### config.mk
export PLATFORM = sky130hd
export DESIGN_NAME = iir_coeff_loader
export DESIGN_NICKNAME = d
export VERILOG_FILES = /design/src/rtl/iir_coeff_loader_pkg.sv /design/src/rtl/iir_coeff_loader_spi_sync_edge.sv /design/src/rtl/iir_coeff_loader.sv
export SDC_FILE = /design/constraint.sdc
export NUM_CORES = 1
export LEC_CHECK = 0
export BUFFER_PORTS_ARGS = -buffer_cell sky130_fd_sc_hd__buf_2
export CELL_PAD_IN_SITES_DETAIL_PLACEMENT = 1
export CELL_PAD_IN_SITES_GLOBAL_PLACEMENT = 2
export CORE_AREA = 8 8 130 180
export CTS_BUF_LIST = sky130_fd_sc_hd__clkbuf_8
export CTS_CLUSTER_SIZE = 16
export DETAILED_ROUTE_END_ITERATION = 6
export DIE_AREA = 0 0 138 188
export PLACE_DENSITY = 0.74
export SYNTH_ARGS = -nofsm -noshare
export SYNTH_HDL_FRONTEND = slang
export SYNTH_SLANG_ARGS = --single-unit
### constraint.sdc
create_clock -name clk -period 9.3 [get_ports clk]
set_input_delay 1.86 -clock clk [delete_from_list [all_inputs] [get_ports clk]]
set_output_delay 1.86 -clock clk [all_outputs]
set_load 0.01 [all_outputs]
### src/rtl/iir_coeff_loader_pkg.sv
// Shared types and constants for the biquad coefficient loader.
// Consumed by iir_coeff_loader (optional readback via COEFF_READBACK_EN).
package iir_coeff_pkg;

  typedef logic signed [15:0] coeff_t;

  typedef struct packed {
    coeff_t b0;
    coeff_t b1;
    coeff_t b2;
    coeff_t a1;
    coeff_t a2;
  } biquad_coeffs_t;

  localparam logic [3:0] ADDR_B0     = 4'h0;
  localparam logic [3:0] ADDR_B1     = 4'h1;
  localparam logic [3:0] ADDR_B2     = 4'h2;
  localparam logic [3:0] ADDR_A1     = 4'h3;
  localparam logic [3:0] ADDR_A2     = 4'h4;
  localparam logic [3:0] ADDR_COMMIT = 4'hF;

  localparam coeff_t Q2_14_ONE = 16'sh4000;

  typedef enum logic [1:0] {
    ST_IDLE,
    ST_SHIFT,
    ST_DONE
  } frame_state_e;

  function automatic coeff_t coeff_sel(input biquad_coeffs_t c, input logic [3:0] addr);
    case (addr)
      ADDR_B0: coeff_sel = c.b0;
      ADDR_B1: coeff_sel = c.b1;
      ADDR_B2: coeff_sel = c.b2;
      ADDR_A1: coeff_sel = c.a1;
      ADDR_A2: coeff_sel = c.a2;
      default: coeff_sel = '0;
    endcase
  endfunction

endpackage

### src/rtl/iir_coeff_loader_spi_sync_edge.sv
// Multi-stage synchronizer for the SPI pins with edge pulses on the
// synchronized sck and cs_n levels.
module spi_sync_edge #(
  parameter int SYNC_STAGES = 2
) (
  input  logic clk,
  input  logic reset,
  input  logic sck_i,
  input  logic cs_n_i,
  input  logic sdi_i,
  output logic sdi_o,
  output logic sck_rise_o,
  output logic sck_fall_o,
  output logic cs_fall_o,
  output logic cs_rise_o
);

  logic [SYNC_STAGES-1:0] sck_q;
  logic [SYNC_STAGES-1:0] cs_q;
  logic [SYNC_STAGES-1:0] sdi_q;
  logic                   sck_prev_q;
  logic                   cs_prev_q;

  // cs_n resets low so a frame already running at reset release yields no
  // falling edge; the loader waits for a fresh select.
  always_ff @(posedge clk or posedge reset) begin
    if (reset) begin
      sck_q      <= '0;
      cs_q       <= '0;
      sdi_q      <= '0;
      sck_prev_q <= 1'b0;
      cs_prev_q  <= 1'b0;
    end else begin
      sck_q      <= {sck_q[SYNC_STAGES-2:0], sck_i};
      cs_q       <= {cs_q[SYNC_STAGES-2:0], cs_n_i};
      sdi_q      <= {sdi_q[SYNC_STAGES-2:0], sdi_i};
      sck_prev_q <= sck_q[SYNC_STAGES-1];
      cs_prev_q  <= cs_q[SYNC_STAGES-1];
    end
  end

  assign sdi_o      = sdi_q[SYNC_STAGES-1];
  assign sck_rise_o =  sck_q[SYNC_STAGES-1] & ~sck_prev_q;
  assign sck_fall_o = ~sck_q[SYNC_STAGES-1] &  sck_prev_q;
  assign cs_fall_o  = ~cs_q[SYNC_STAGES-1]  &  cs_prev_q;
  assign cs_rise_o  =  cs_q[SYNC_STAGES-1]  & ~cs_prev_q;

endmodule

### src/rtl/iir_coeff_loader.sv
// SPI-slave shadow/active coefficient bank for iir_filter; a commit is applied
// on the next sample_tick. Define COEFF_READBACK_EN to enable sdo readback.
module iir_coeff_loader
  import iir_coeff_pkg::*;
#(
  parameter int     SYNC_STAGES = 2,
  parameter coeff_t RESET_B0    = Q2_14_ONE
) (
  input  logic                clk,
  input  logic                reset,
  input  logic                sck,
  input  logic                cs_n,
  input  logic                sdi,
  output logic                sdo,
  input  logic                sample_tick,
  output logic signed [15:0]  b0,
  output logic signed [15:0]  b1,
  output logic signed [15:0]  b2,
  output logic signed [15:0]  a1,
  output logic signed [15:0]  a2,
  output logic                coeff_update,
  output logic                frame_err
);

  localparam biquad_coeffs_t RESET_SET = {RESET_B0, 64'h0};

  logic sdi_s;
  logic sck_rise;
  logic sck_fall;
  logic cs_fall;
  logic cs_rise;

  spi_sync_edge #(
    .SYNC_STAGES(SYNC_STAGES)
  ) u_sync (
    .clk       (clk),
    .reset     (reset),
    .sck_i     (sck),
    .cs_n_i    (cs_n),
    .sdi_i     (sdi),
    .sdi_o     (sdi_s),
    .sck_rise_o(sck_rise),
    .sck_fall_o(sck_fall),
    .cs_fall_o (cs_fall),
    .cs_rise_o (cs_rise)
  );

  frame_state_e   state_q, state_d;
  logic [4:0]     cnt_q, cnt_d;
  logic [23:0]    shift_q, shift_d;
  biquad_coeffs_t shadow_q, shadow_d;
  biquad_coeffs_t active_q, active_d;
  logic           pending_q, pending_d;
  logic           update_q, update_d;
  logic           ferr_q, ferr_d;

  logic [23:0] shift_next;
  logic        bit_accept;
  logic        frame_done;
  logic        frm_rd;
  logic [3:0]  frm_addr;
  logic [15:0] frm_data;
  logic        commit_set;
  logic        wr_en;
  logic        transfer;

  assign shift_next = {shift_q[22:0], sdi_s};
  assign bit_accept = (state_q == ST_SHIFT) && !cs_rise && sck_rise;
  assign frame_done = bit_accept && (cnt_q == 5'd23);
  assign frm_rd     = shift_next[23];
  assign frm_addr   = shift_next[19:16];
  assign frm_data   = shift_next[15:0];
  assign commit_set = frame_done && (frm_addr == ADDR_COMMIT);
  assign wr_en      = frame_done && !frm_rd;
  assign transfer   = sample_tick && pending_q;

  always_ff @(posedge clk or posedge reset) begin
    if (reset) begin
      state_q   <= ST_IDLE;
      cnt_q     <= '0;
      shift_q   <= '0;
      shadow_q  <= RESET_SET;
      active_q  <= RESET_SET;
      pending_q <= 1'b0;
      update_q  <= 1'b0;
      ferr_q    <= 1'b0;
    end else begin
      state_q   <= state_d;
      cnt_q     <= cnt_d;
      shift_q   <= shift_d;
      shadow_q  <= shadow_d;
      active_q  <= active_d;
      pending_q <= pending_d;
      update_q  <= update_d;
      ferr_q    <= ferr_d;
    end
  end

  always_comb begin
    state_d   = state_q;
    cnt_d     = cnt_q;
    shift_d   = shift_q;
    shadow_d  = shadow_q;
    active_d  = active_q;
    pending_d = pending_q;
    update_d  = 1'b0;
    ferr_d    = 1'b0;

    case (state_q)
      ST_IDLE: begin
        if (cs_fall) begin
          state_d = ST_SHIFT;
          cnt_d   = '0;
          shift_d = '0;
        end
      end
      ST_SHIFT: begin
        if (cs_rise) begin
          state_d = ST_IDLE;
          ferr_d  = (cnt_q != 5'd0);
        end else if (sck_rise) begin
          shift_d = shift_next;
          cnt_d   = cnt_q + 5'd1;
          if (cnt_q == 5'd23) state_d = ST_DONE;
        end
      end
      ST_DONE: begin
        if (cs_rise) state_d = ST_IDLE;
      end
      default: state_d = ST_IDLE;
    endcase

    // The copy reads shadow_q, so a write landing on the tick cycle is deferred.
    if (transfer) begin
      active_d  = shadow_q;
      update_d  = 1'b1;
      pending_d = 1'b0;
    end
    if (commit_set) pending_d = 1'b1;

    if (wr_en) begin
      case (frm_addr)
        ADDR_B0: shadow_d.b0 = frm_data;
        ADDR_B1: shadow_d.b1 = frm_data;
        ADDR_B2: shadow_d.b2 = frm_data;
        ADDR_A1: shadow_d.a1 = frm_data;
        ADDR_A2: shadow_d.a2 = frm_data;
        default: ;
      endcase
    end
  end

`ifdef COEFF_READBACK_EN
  logic [15:0] rd_sreg_q, rd_sreg_d;
  logic        rd_act_q, rd_act_d;
  logic        hdr_done;

  assign hdr_done = bit_accept && (cnt_q == 5'd7);

  // Load at the end of the header; the falls after rising edges 9..23 walk
  // the remaining 15 bits onto sdo ahead of the master's sampling edges.
  always_comb begin
    rd_sreg_d = rd_sreg_q;
    rd_act_d  = rd_act_q;
    if (cs_rise || cs_fall) begin
      rd_act_d  = 1'b0;
      rd_sreg_d = '0;
    end else if (hdr_done) begin
      rd_act_d  = shift_next[7] && (shift_next[3:0] <= ADDR_A2);
      rd_sreg_d = coeff_sel(shadow_q, shift_next[3:0]);
    end else if (sck_fall && rd_act_q && (cnt_q >= 5'd9) && (cnt_q <= 5'd23)) begin
      rd_sreg_d = {rd_sreg_q[14:0], 1'b0};
    end
  end

  always_ff @(posedge clk or posedge reset) begin
    if (reset) begin
      rd_sreg_q <= '0;
      rd_act_q  <= 1'b0;
    end else begin
      rd_sreg_q <= rd_sreg_d;
      rd_act_q  <= rd_act_d;
    end
  end

  assign sdo = rd_act_q & rd_sreg_q[15];
`else
  logic unused_sck_fall;
  assign unused_sck_fall = sck_fall;
  assign sdo             = 1'b0;
`endif

  assign b0           = active_q.b0;
  assign b1           = active_q.b1;
  assign b2           = active_q.b2;
  assign a1           = active_q.a1;
  assign a2           = active_q.a2;
  assign coeff_update = update_q;
  assign frame_err    = ferr_q;

endmodule

* Yosys cells after proc, flatten, opt, wreduce, memory -nomap -nowiden *
Index checks and enable logic that the tools add are counted.

word-level totals
  output and inout bits = 83
  bits in registers = 201
  word-level logic and storage cells = 81

cells by class
  multiplexer cells = 19
  bitwise gates (word level) = 6
  add/sub/neg operators = 1
  equal/unequal tests = 14
  reductions and logical operators = 20

operator list
  operator                                              number
  two-way mux 23 bit                                    3
  one-hot mux 23 bit (2 select lines)                   1
  two-way mux 5 bit                                     3
  two-way mux 2 bit                                     5
  one-hot mux 5 bit (2 select lines)                    1
  AND reduction 2 bit                                   5
  equality test 4 x 2 -> 1 bit (second input constant)  2
  != test 2 bit (second input constant)                 4
  AND reduction 4 bit                                   2
  logical AND 1 bit                                     6
  one-hot mux 2 bit (3 select lines)                    1
  adder 5 x 1 -> 5 bit (second input constant)          1
  equality test 5 bit (second input constant)           1
  two-way mux 1 bit                                     5
  nonzero test 5 bit                                    1
  equality test 4 x 1 -> 1 bit (second input constant)  1
  equality test 4 x 3 -> 1 bit (second input constant)  1
  equality test 4 bit (second input constant)           1
  zero test 4 bit                                       1
  nonzero test 2 bit                                    2
  bitwise AND 1 bit                                     3
  != test 3 x 2 -> 1 bit (second input constant)        1
  != test 3 bit (second input constant)                 1
  NOT 1 bit                                             3
  other kinds (4)                                       5

* Depth between registers and ports, before layout *
Gate-level depths: netlist of the first run.

  depth in word-level cells = 8
  depth in mapped cells = 7
  depth with buffers taken out = 5

* Modules after synthesis *
Synthesis of the first run repeated with hierarchy kept, for this count alone.

unflattened totals
  cells, all modules = 465
  area total of the unflattened synthesis = 7588.5 um^2

modules (own cells, without submodules)
  module            instances  cells each  area each (um^2)
  iir_coeff_loader  1          452         7349.5
  spi_sync_edge     1          13          239.0

* Worst setup path before layout of the first run *
OpenSTA, ideal clock, no wires.

  path type = input port to flip-flop
  start point = input port sample_tick
  end point = register active_q, in the netlist a1[15]
  stages on the path = 4
  slack = 6.432 ns
  setup time = 0.125 ns
  arrival = 2.743 ns
  required time = 9.175 ns
  cells stage by stage = nand2_1 clkinv_1 clkbuf_1 mux2_2

between the ends
  longest elaborated chain between the ends = 1

ends and longest elaborated chain
  element               line                    source
  start, declared       iir_coeff_loader.sv:15  input logic sample_tick,
  logical AND 1 bit     iir_coeff_loader.sv:75  assign transfer = sample_tick && pending_q;
  end signal, assigned  iir_coeff_loader.sv:92  active_q <= active_d;
  end, declared         iir_coeff_loader.sv:52  biquad_coeffs_t active_q, active_d;

Every way passes these cells.
A chain may end at the register's enable or synchronous reset.

* Final worst setup path of the first run *
  start point = register active_q, in the netlist b0[14]
  end point = output port b0[14]

RTL lines
  element        line                    source
  end, declared  iir_coeff_loader.sv:16  output logic signed [15:0] b0,

No word-level cell between the ends.

==> results.txt, run 1 <==
pre-CTS WS -> 5.78 ns
wire per inst -> 18.9 um
worst skew pair latency -> 0.55 ns
drt first-iter violations -> 177
full die area -> 25900 sq um
initial antenna violation count -> 0
post-cts sizing count -> 0
leakage -> 4.72 nW
CTS tree -> yes
cts bufs inserted -> 29
global-route wire length before repair -> 28800 um
Final GP Congestion -> 0.713
post-synthesis sequential area ratio -> 65.5%
hold_buf cts -> 0
cell family with most CP delay -> flip-flops
Warnings, synthesis -> 0
Core Box Area -> 20800 sq um
Site Rows -> 63
maxcap violations -> 0
Die Y -> 188 um
most frequent cells in the layout -> dfrtp_1 (199), mux2_2 (159), buf_2 (87)
Setup Total Neg Slack -> 0 ns
clock sinks -> 201
clk buf depth -> 3
Hold WS -> 0.345 ns
Hold WC Path Type -> flip-flop to flip-flop
Synth Register Bits -> 201
total power -> 1.68 mW
Crit path buffers/inverters -> 1
share of layout cells above drive strength 1 -> 49.0%
Post-CTS Repair Setup Buffers -> 0
crit path kind -> flip-flop to output port
critical path peak fanout -> 2
final hold vios -> 0
clock-pin slew on the worst setup and hold paths -> 0.06 ns
post-DR vias/cell -> 4.94
Cell Area, Synth -> 7680 sq um
P&R area growth vs syn -> 16.8%
Residual DRC -> 0
RSZ-0062 raised after global routing -> false
final net count -> 625
Die Wd -> 138 um
Initial Utilization -> 36.9%
placed cell area -> 8360 sq um
CP Cell Sequence -> buf_2
vias in the first global route -> 5088
Detail Placement HPWL -> 11300 um
Critical Path RT -> 7.44 ns
startpoint types -> flip-flop
CTS HTree Levels -> 1
filler cell count -> 2185
Max Slew Vio Count -> 0
Post-Route Skew -> 0.0156 ns
total track usage -> 13.5%
CTS root buf -> clkbuf_8
syn nets -> 528
VDD IR max -> 0.0876 mV
total number of vias -> 4442
CP arrival -> 1.20 ns
Final period util -> 32.9%
grt ovf -> 0
Syn Inst Count -> 520
Rel. slew slack -> 23.7%
Worst-Margin Slew -> 1.14 ns
Yosys cell types -> 40
outcome -> complete, no violations
Routed WL -> 17000 um
synthesized area per cell -> 14.8 sq um
I/O Buffers -> 87
Detailed Routing Iterations Pass 1 -> 4
commonest non-fill, non-tap cell in the layout -> dfrtp_1
antenna cells -> 0
I/O pins -> 89
cell area after layout -> 8980 sq um
PnR worst setup slack -> 6.24 ns
Final setup viols -> 0
min Tclk post-route -> 3.06 ns
endpoint type of the worst setup path -> output port
Largest stage delay, worst path -> 0.53 ns
pin count of the biggest net entering global routing -> 149
P per Cell Area -> 187 nW/um^2
Achievable Freq -> 0.327 GHz
Final ANT Viol Nets -> 0
CP max stage cell -> dfstp_2
[routing by layer]
layer / vias to the layer above / global-route usage (%) / routed length [um]
li1: 1998 / - / -
met1: 2332 / 15.0 / 6630
met2: 79 / 24.8 / 9190
met3: 33 / 2.61 / 708
met4: 0 / 4.95 / 455
met5: - / 0 / 0
[state kept, by name, indices dropped and copies added (netlist names), 5 cells and up]
register	count
a1	16
a2	16
b0	16
b1	16
b2	16
cnt_q	5
shadow_q	80
shift_q	23
[worst register-to-register path: cells and delay by family (launching register included)]
| family | cells | cell delay [ns] |
|---|---|---|
| mux | 1 | 0.42 |
| flops | 1 | 0.41 |
| simple gates | 3 | 1.29 |
| fa+ha+maj | 1 | 0.23 |
[worst paths after layout]
kind	to	start	cells past startpoint	slack, ns
worst max-delay path	b0[14]	b0[14]$_DFFE_PP1P_	1	6.24
worst min-delay path	u_sync.sdi_q[1]$_DFF_PP0_	u_sync.sdi_q[0]$_DFF_PP0_	0	0.35
worst max register to register	shadow_q[40]$_DFFE_PP0P_	cnt_q[1]$_DFFE_PP0P_	5	6.85
worst min register to register	u_sync.sdi_q[1]$_DFF_PP0_	u_sync.sdi_q[0]$_DFF_PP0_	0	0.35
max in group asynchronous	shift_q[8]$_DFFE_PP0P_	reset	3	6.39
min in group asynchronous	a2[2]$_DFFE_PP0P_	reset	2	1.52
[stage by stage]
stage	utilization (%)	instances
after floorplan	-	520
after detailed placement	40.2	846
after global routing	43.1	899
final	43.1	899
after CTS	43.1	899
after global placement	40.2	846
[final cells by class]
class / instances / area [sq um] / area share, %
Clock buffer: 41 / 564 / 6.29
Clock inverter: 12 / 56.3 / 0.627
Inverter: 7 / 33.8 / 0.376
Multi-Input combinational cell: 288 / 2510 / 27.9
Sequential cell: 201 / 5030 / 56.1
Tap cell: 260 / 325 / 3.62
Timing Repair Buffer: 90 / 458 / 5.10
[cell families (layout without fill, tap and decap cells)]
kind of cell | Yosys count | in the layout | share of synthesized area (%)
DFF | 201 | 201 | 65.5
muxes | 161 | 161 | 23.6
and+or+nand+nor | 86 | 86 | 5.85
AOI/OAI and AO/OA | 38 | 38 | 2.59
buffers and inverters | 31 | 150 | 2.10
adders and majority gates | 2 | 2 | 0.326
other | 1 | 1 | 0.0488
[cells in the mapped netlist]
cell type,instances,share of area [%]
dfrtp_1,199,65
mux2_2,159,23
nand2_1,52,2.5
o21ai_0,29,1.9
clkbuf_1,11,0.54
inv_1,6,0.29
a21oi_1,5,0.33
nor2_1,5,0.24
buf_6,4,0.59
buf_1,3,0.15
buf_2,3,0.20
buf_4,3,0.29
nand3_1,3,0.20
nand3_2,3,0.39
nor3_1,3,0.20
a31oi_1,2,0.16
dfstp_2,2,0.68
ha_1,2,0.33
nand2b_1,2,0.16
nor2b_1,2,0.16
nor4b_1,2,0.23
or3_1,2,0.16
a41oi_1,1,0.11
and2b_1,1,0.098
and3_1,1,0.081
clkinv_1,1,0.049
conb_1,1,0.049
mux2_1,1,0.15
mux2i_1,1,0.13
nand2_2,1,0.081
nand2b_4,1,0.18
nand4_1,1,0.081
nand4b_1,1,0.11
nor3_2,1,0.13
nor3b_1,1,0.098
nor4_4,1,0.28
nor4b_2,1,0.20
o211ai_1,1,0.098
or2_2,1,0.081
or3_4,1,0.15
[power breakdown]
group	internal [mW]	switching (mW)
clock network	0.391	0.328
registers	0.884	0.0165
logic	0.0151	0.0456
Note: power is estimated with default switching activity, not from simulation.
==> run 2: changes to the inputs <==
- PLACE_DENSITY: 0.74 -> 0.77
- clock period: 9.3 -> 2.5 ns (I/O delays scaled with it)
==> run 2 against run 1 <==
Against the previous run:
- sequential power rose to 3.7 times the previous value
- combinational power rose to 3.9 times the previous value
- wire length rose by 4.2%
- worst setup slack got worse by 6.0 ns
- clock skew fell by 0.0013 ns
- sequential share of layout area barely moved
- sequential cell count did not move
- register-to-register slack got worse by 6.6 ns
- global-route usage rose by 0.33 points
- highest routed layer unchanged
==> results.txt, run 2 (same netlist as run 1, synthesis figures left out) <==
outcome -> complete, no violations
P per Cell Area -> 673 nW/um^2
drt first-iter violations -> 185
Hold WC Path Type -> primary input to flip-flop
Crit path buffers/inverters -> 1
post-DR vias/cell -> 4.97
RSZ-0062 raised after global routing -> false
CTS root buf -> clkbuf_8
total track usage -> 13.8%
cts bufs inserted -> 30
Hold Path Cell Cnt -> 1
I/O Buffers -> 87
cell family with most CP delay -> compound AO/OA/AOI/OAI gates
Largest register FFs -> 80
Post-Route Skew -> 0.0142 ns
Largest stage delay, worst path -> 0.88 ns
placed cell area -> 8430 sq um
post-cts sizing count -> 0
Site Rows -> 63
pin count of the biggest net entering global routing -> 116
full die area -> 25900 sq um
final hold vios -> 0
wire per inst -> 19.6 um
hold path start -> sdi
cell area after layout -> 8980 sq um
initial antenna violation count -> 0
Detail Placement HPWL -> 12000 um
Core Box Area -> 20800 sq um
commonest non-fill, non-tap cell in the layout -> dfrtp_1
CP max stage cell -> a31oi_4
Detailed Routing Iterations Pass 1 -> 4
Achievable Freq -> 0.447 GHz
Die Y -> 188 um
WP depth -> 5
Top Registers -> shadow_q (80), shift_q (23)
non-filler cells, final -> 903
grt ovf -> 0
CTS tree -> yes
CP arrival -> 2.71 ns
clock sinks -> 201
critical path peak fanout -> 52
Rel. slew slack -> 23.4%
CP Cell Sequence -> nor4b_1 -> buf_4 -> a31oi_4 -> o21ai_0 -> a21oi_1
endpoint type of the worst setup path -> flip-flop
vias in the first global route -> 5297
hold_buf cts -> 1
combined area of the multi-input logic cells -> 2510 sq um
Post-CTS Repair Setup Buffers -> 0
VDD IR max -> 0.357 mV
Hold Path Sink -> u_sync.sdi_q[0]$_DFF_PP0_
R2R Path End -> cnt_q[4]$_DFFE_PP0P_
total number of vias -> 4491
I/O pins -> 89
Final period util -> 89.5%
most frequent cells in the layout -> dfrtp_1 (199), mux2_2 (159), buf_2 (87)
Critical Path RT -> 2.97 ns
reg2reg setup slack -> 0.26 ns
clk buf depth -> 3
Residual DRC -> 0
global-route wire length before repair -> 29300 um
startpoint types -> flip-flop
maxcap violations -> 0
Max Slew Vio Count -> 0
Final ANT Viol Nets -> 0
share of layout cells above drive strength 1 -> 47.9%
leakage -> 4.74 nW
Hold WS -> 0.0538 ns
clock-pin slew on the worst setup and hold paths -> 0.07 ns
worst r2r src -> state_q[1]$_DFFE_PP0P_
filler cell count -> 2191
Final setup viols -> 0
Worst Reg-to-Reg Cells -> 5
placed cell count -> 851
antenna cells -> 0
P&R area growth vs syn -> 16.9%
Initial Utilization -> 36.9%
FF+latch area -> 5030 sq um
min Tclk post-route -> 2.24 ns
crit path kind -> flip-flop to flip-flop
Worst-Margin Slew -> 1.15 ns
final net count -> 632
CTS HTree Levels -> 1
Biggest register -> shadow_q
Routed WL -> 17700 um
worst skew pair latency -> 0.55 ns
Die Wd -> 138 um
Final GP Congestion -> 0.754
[run 2: layout make-up]
| class | instances | share of cell area [%] |
|---|---|---|
| repair buffers | 96 | 6.05 |
| well taps | 260 | 3.62 |
| multi-input cells | 288 | 27.9 |
| clock buffers | 34 | 5.21 |
| flip-flops and latches | 201 | 56.1 |
| inverters | 7 | 0.334 |
| clock inverters | 17 | 0.808 |
[run 2: power breakdown]
group          internal, mW  total [mW]  switching (mW)
Clock                  1.23        2.45            1.22
Sequential             3.29        3.35          0.0625
Combinational        0.0652       0.239           0.174
Total                  4.59        6.04            1.45
[run 2: worst max path at each step]
stage | start | endpoint | slack [ns]
after floorplan | reset | a1[0]$_DFFE_PP0P_ | -0.60
after detailed placement | state_q[1]$_DFFE_PP0P_ | cnt_q[4]$_DFFE_PP0P_ | 0.30
after global placement | cnt_q[0]$_DFFE_PP0P_ | shadow_q[53]$_DFFE_PP0P_ | 0.44
after global routing | state_q[1]$_DFFE_PP0P_ | cnt_q[4]$_DFFE_PP0P_ | 0.05
after CTS | state_q[1]$_DFFE_PP0P_ | cnt_q[4]$_DFFE_PP0P_ | 0.27
final | state_q[1]$_DFFE_PP0P_ | cnt_q[4]$_DFFE_PP0P_ | 0.26
[run 2: per-layer routing]
layer	vias to the layer above	wire [um]	global-route usage (%)
li1	2008	-	-
met4	0	490	5.58
met3	44	603	2.23
met1	2351	6960	15.3
met2	88	9640	25.6
met5	-	0	0
[run 2: metrics by stage]
| stage | total power [mW] | worst slack, ns | utilization (%) | TNS [ns] |
|---|---|---|---|---|
| 2_1_floorplan | 3.55 | -0.601 | - | -119.54 |
| 3_3_place_gp | 3.64 | 0.445 | 40.5 | 0 |
| 3_5_place_dp | 3.66 | 0.303 | 40.5 | 0 |
| 4_1_cts | 6.14 | 0.273 | 43.1 | 0 |
| 5_1_grt | 6.33 | 0.0520 | 43.1 | 0 |
| 6_report | 6.04 | 0.263 | 43.1 | 0 |
==> run 3: changes to the inputs <==
- SETUP_SLACK_MARGIN: unset -> 0.5
==> run 3 against run 2 <==
Against the previous run:
- power grew 1.2%
- clock skew is 0.0015 ns lower
- critical path depth fell by 1
- via count grew 1.8%
- register-to-register slack better by 0.23 ns
==> results.txt, run 3 (same netlist as run 1, synthesis figures left out) <==
outcome -> complete, no violations
drt first-iter violations -> 233
Biggest register -> shadow_q
crit path kind -> flip-flop to flip-flop
Hold Path Cell Cnt -> 1
clock-pin slew on the worst setup and hold paths -> 0.07 ns
Critical Path RT -> 2.94 ns
commonest non-fill, non-tap cell in the layout -> dfrtp_1
min Tclk post-route -> 2.00 ns
filler cell count -> 2176
Max Slew Vio Count -> 0
placed cell count -> 851
P&R area growth vs syn -> 20.0%
CTS root buf -> clkbuf_8
worst skew pair latency -> 0.56 ns
total power -> 6.11 mW
maxcap violations -> 0
total track usage -> 14.1%
Initial Utilization -> 36.9%
Achievable Freq -> 0.500 GHz
RSZ-0062 raised after global routing -> true
cts bufs inserted -> 30
clk buf depth -> 3
clock sinks -> 201
Worst Reg-to-Reg Cells -> 4
vias in the first global route -> 5359
share of layout cells above drive strength 1 -> 49.2%
non-filler cells, final -> 912
Final GP Congestion -> 0.754
global-route wire length before repair -> 29900 um
grt ovf -> 0
Final ANT Viol Nets -> 0
Detail Placement HPWL -> 12000 um
Hold WC Path Type -> primary input to flip-flop
wire per inst -> 20.4 um
initial antenna violation count -> 0
Rel. slew slack -> 52.0%
full die area -> 25900 sq um
pin count of the biggest net entering global routing -> 116
I/O pins -> 89
Site Rows -> 63
reg2reg setup slack -> 0.50 ns
Core Box Area -> 20800 sq um
leakage -> 4.80 nW
FF+latch area -> 5030 sq um
startpoint types -> flip-flop
Final period util -> 80.1%
endpoint type of the worst setup path -> flip-flop
Routed WL -> 18600 um
Post-Route Skew -> 0.0127 ns
Die Wd -> 138 um
antenna cells -> 0
combined area of the multi-input logic cells -> 2670 sq um
post-DR vias/cell -> 5.01
final net count -> 641
final hold vios -> 0
critical path peak fanout -> 16
Residual DRC -> 0
P per Cell Area -> 663 nW/um^2
Die Y -> 188 um
VDD IR max -> 0.356 mV
Hold WS -> 0.0442 ns
CTS HTree Levels -> 1
I/O Buffers -> 87
CP arrival -> 2.44 ns
CTS tree -> yes
Top Registers -> shadow_q (80), shift_q (23)
Detailed Routing Iterations Pass 1 -> 4
Final setup viols -> 0
PnR worst setup slack -> 0.498 ns
Largest register FFs -> 80
pre-CTS WS -> 0.303 ns
total number of vias -> 4572
Worst-Margin Slew -> 0.717 ns
most frequent cells in the layout -> dfrtp_1 (199), mux2_2 (143), buf_2 (87)
[run 3: worst paths after layout]
kind / startpoint / endpoint
setup / recovery: shift_q[15]$_DFFE_PP0P_ / shadow_q[79]$_DFFE_PP0P_
hold / removal: sdi / u_sync.sdi_q[0]$_DFF_PP0_
setup reg to reg: shift_q[15]$_DFFE_PP0P_ / shadow_q[79]$_DFFE_PP0P_
hold reg to reg: u_sync.sck_q[0]$_DFF_PP0_ / u_sync.sck_q[1]$_DFF_PP0_
max in group asynchronous: reset / u_sync.cs_q[1]$_DFF_PP0_
min in group asynchronous: reset / shadow_q[35]$_DFFE_PP0P_
[run 3: layer usage]
metal | track usage [%] | up-vias | wire length (um)
met3 | 2.23 | 44 | 629
li1 | - | 2041 | -
met1 | 15.6 | 2397 | 7340
met4 | 5.87 | 0 | 560
met2 | 26.3 | 90 | 10100
met5 | 0 | - | 0
[run 3: final cells by class]
type	count	area share (%)
clock buffer	34	5.08
clock inverter	17	0.787
inverter	7	0.326
multi-input combinational	291	28.9
sequential	201	54.6
tap	260	3.53
timing repair buffer	102	6.75
[run 3: through the flow]
step / cell area [sq um] / TNS, ns / util (%)
global placement: 8430 / 0 / 40.5
CTS: 9050 / 0 / 43.5
global route: 9220 / 0 / 44.3
detailed placement: 8430 / 0 / 40.5
floorplan: 7690 / -119.54 / -
finish: 9220 / 0 / 44.3
[run 3: timing repair]
action	4_1_cts	5_1_grt
pin swaps	1	4
hold endpoints to repair	6	0
buffers inserted	1	4
hold buffers	1	0
resized for setup	9	22
endpoints found under the setup margin	105	83
gates cloned	1	3
[run 3: power by group]
| group | switching, mW | internal (mW) | leakage [nW] |
|---|---|---|---|
| logic | 0.210 | 0.0983 | 1.69 |
| registers | 0.0612 | 3.29 | 2.78 |
| clock network | 1.22 | 1.23 | 0.330 |
[run 3: critical path: stages, from the launching register on]
cell and delay (ns):
dfrtp_1 0.43, or3_4 0.43, nor4_4 0.24, nand2_2 0.37
mux2_2 0.40
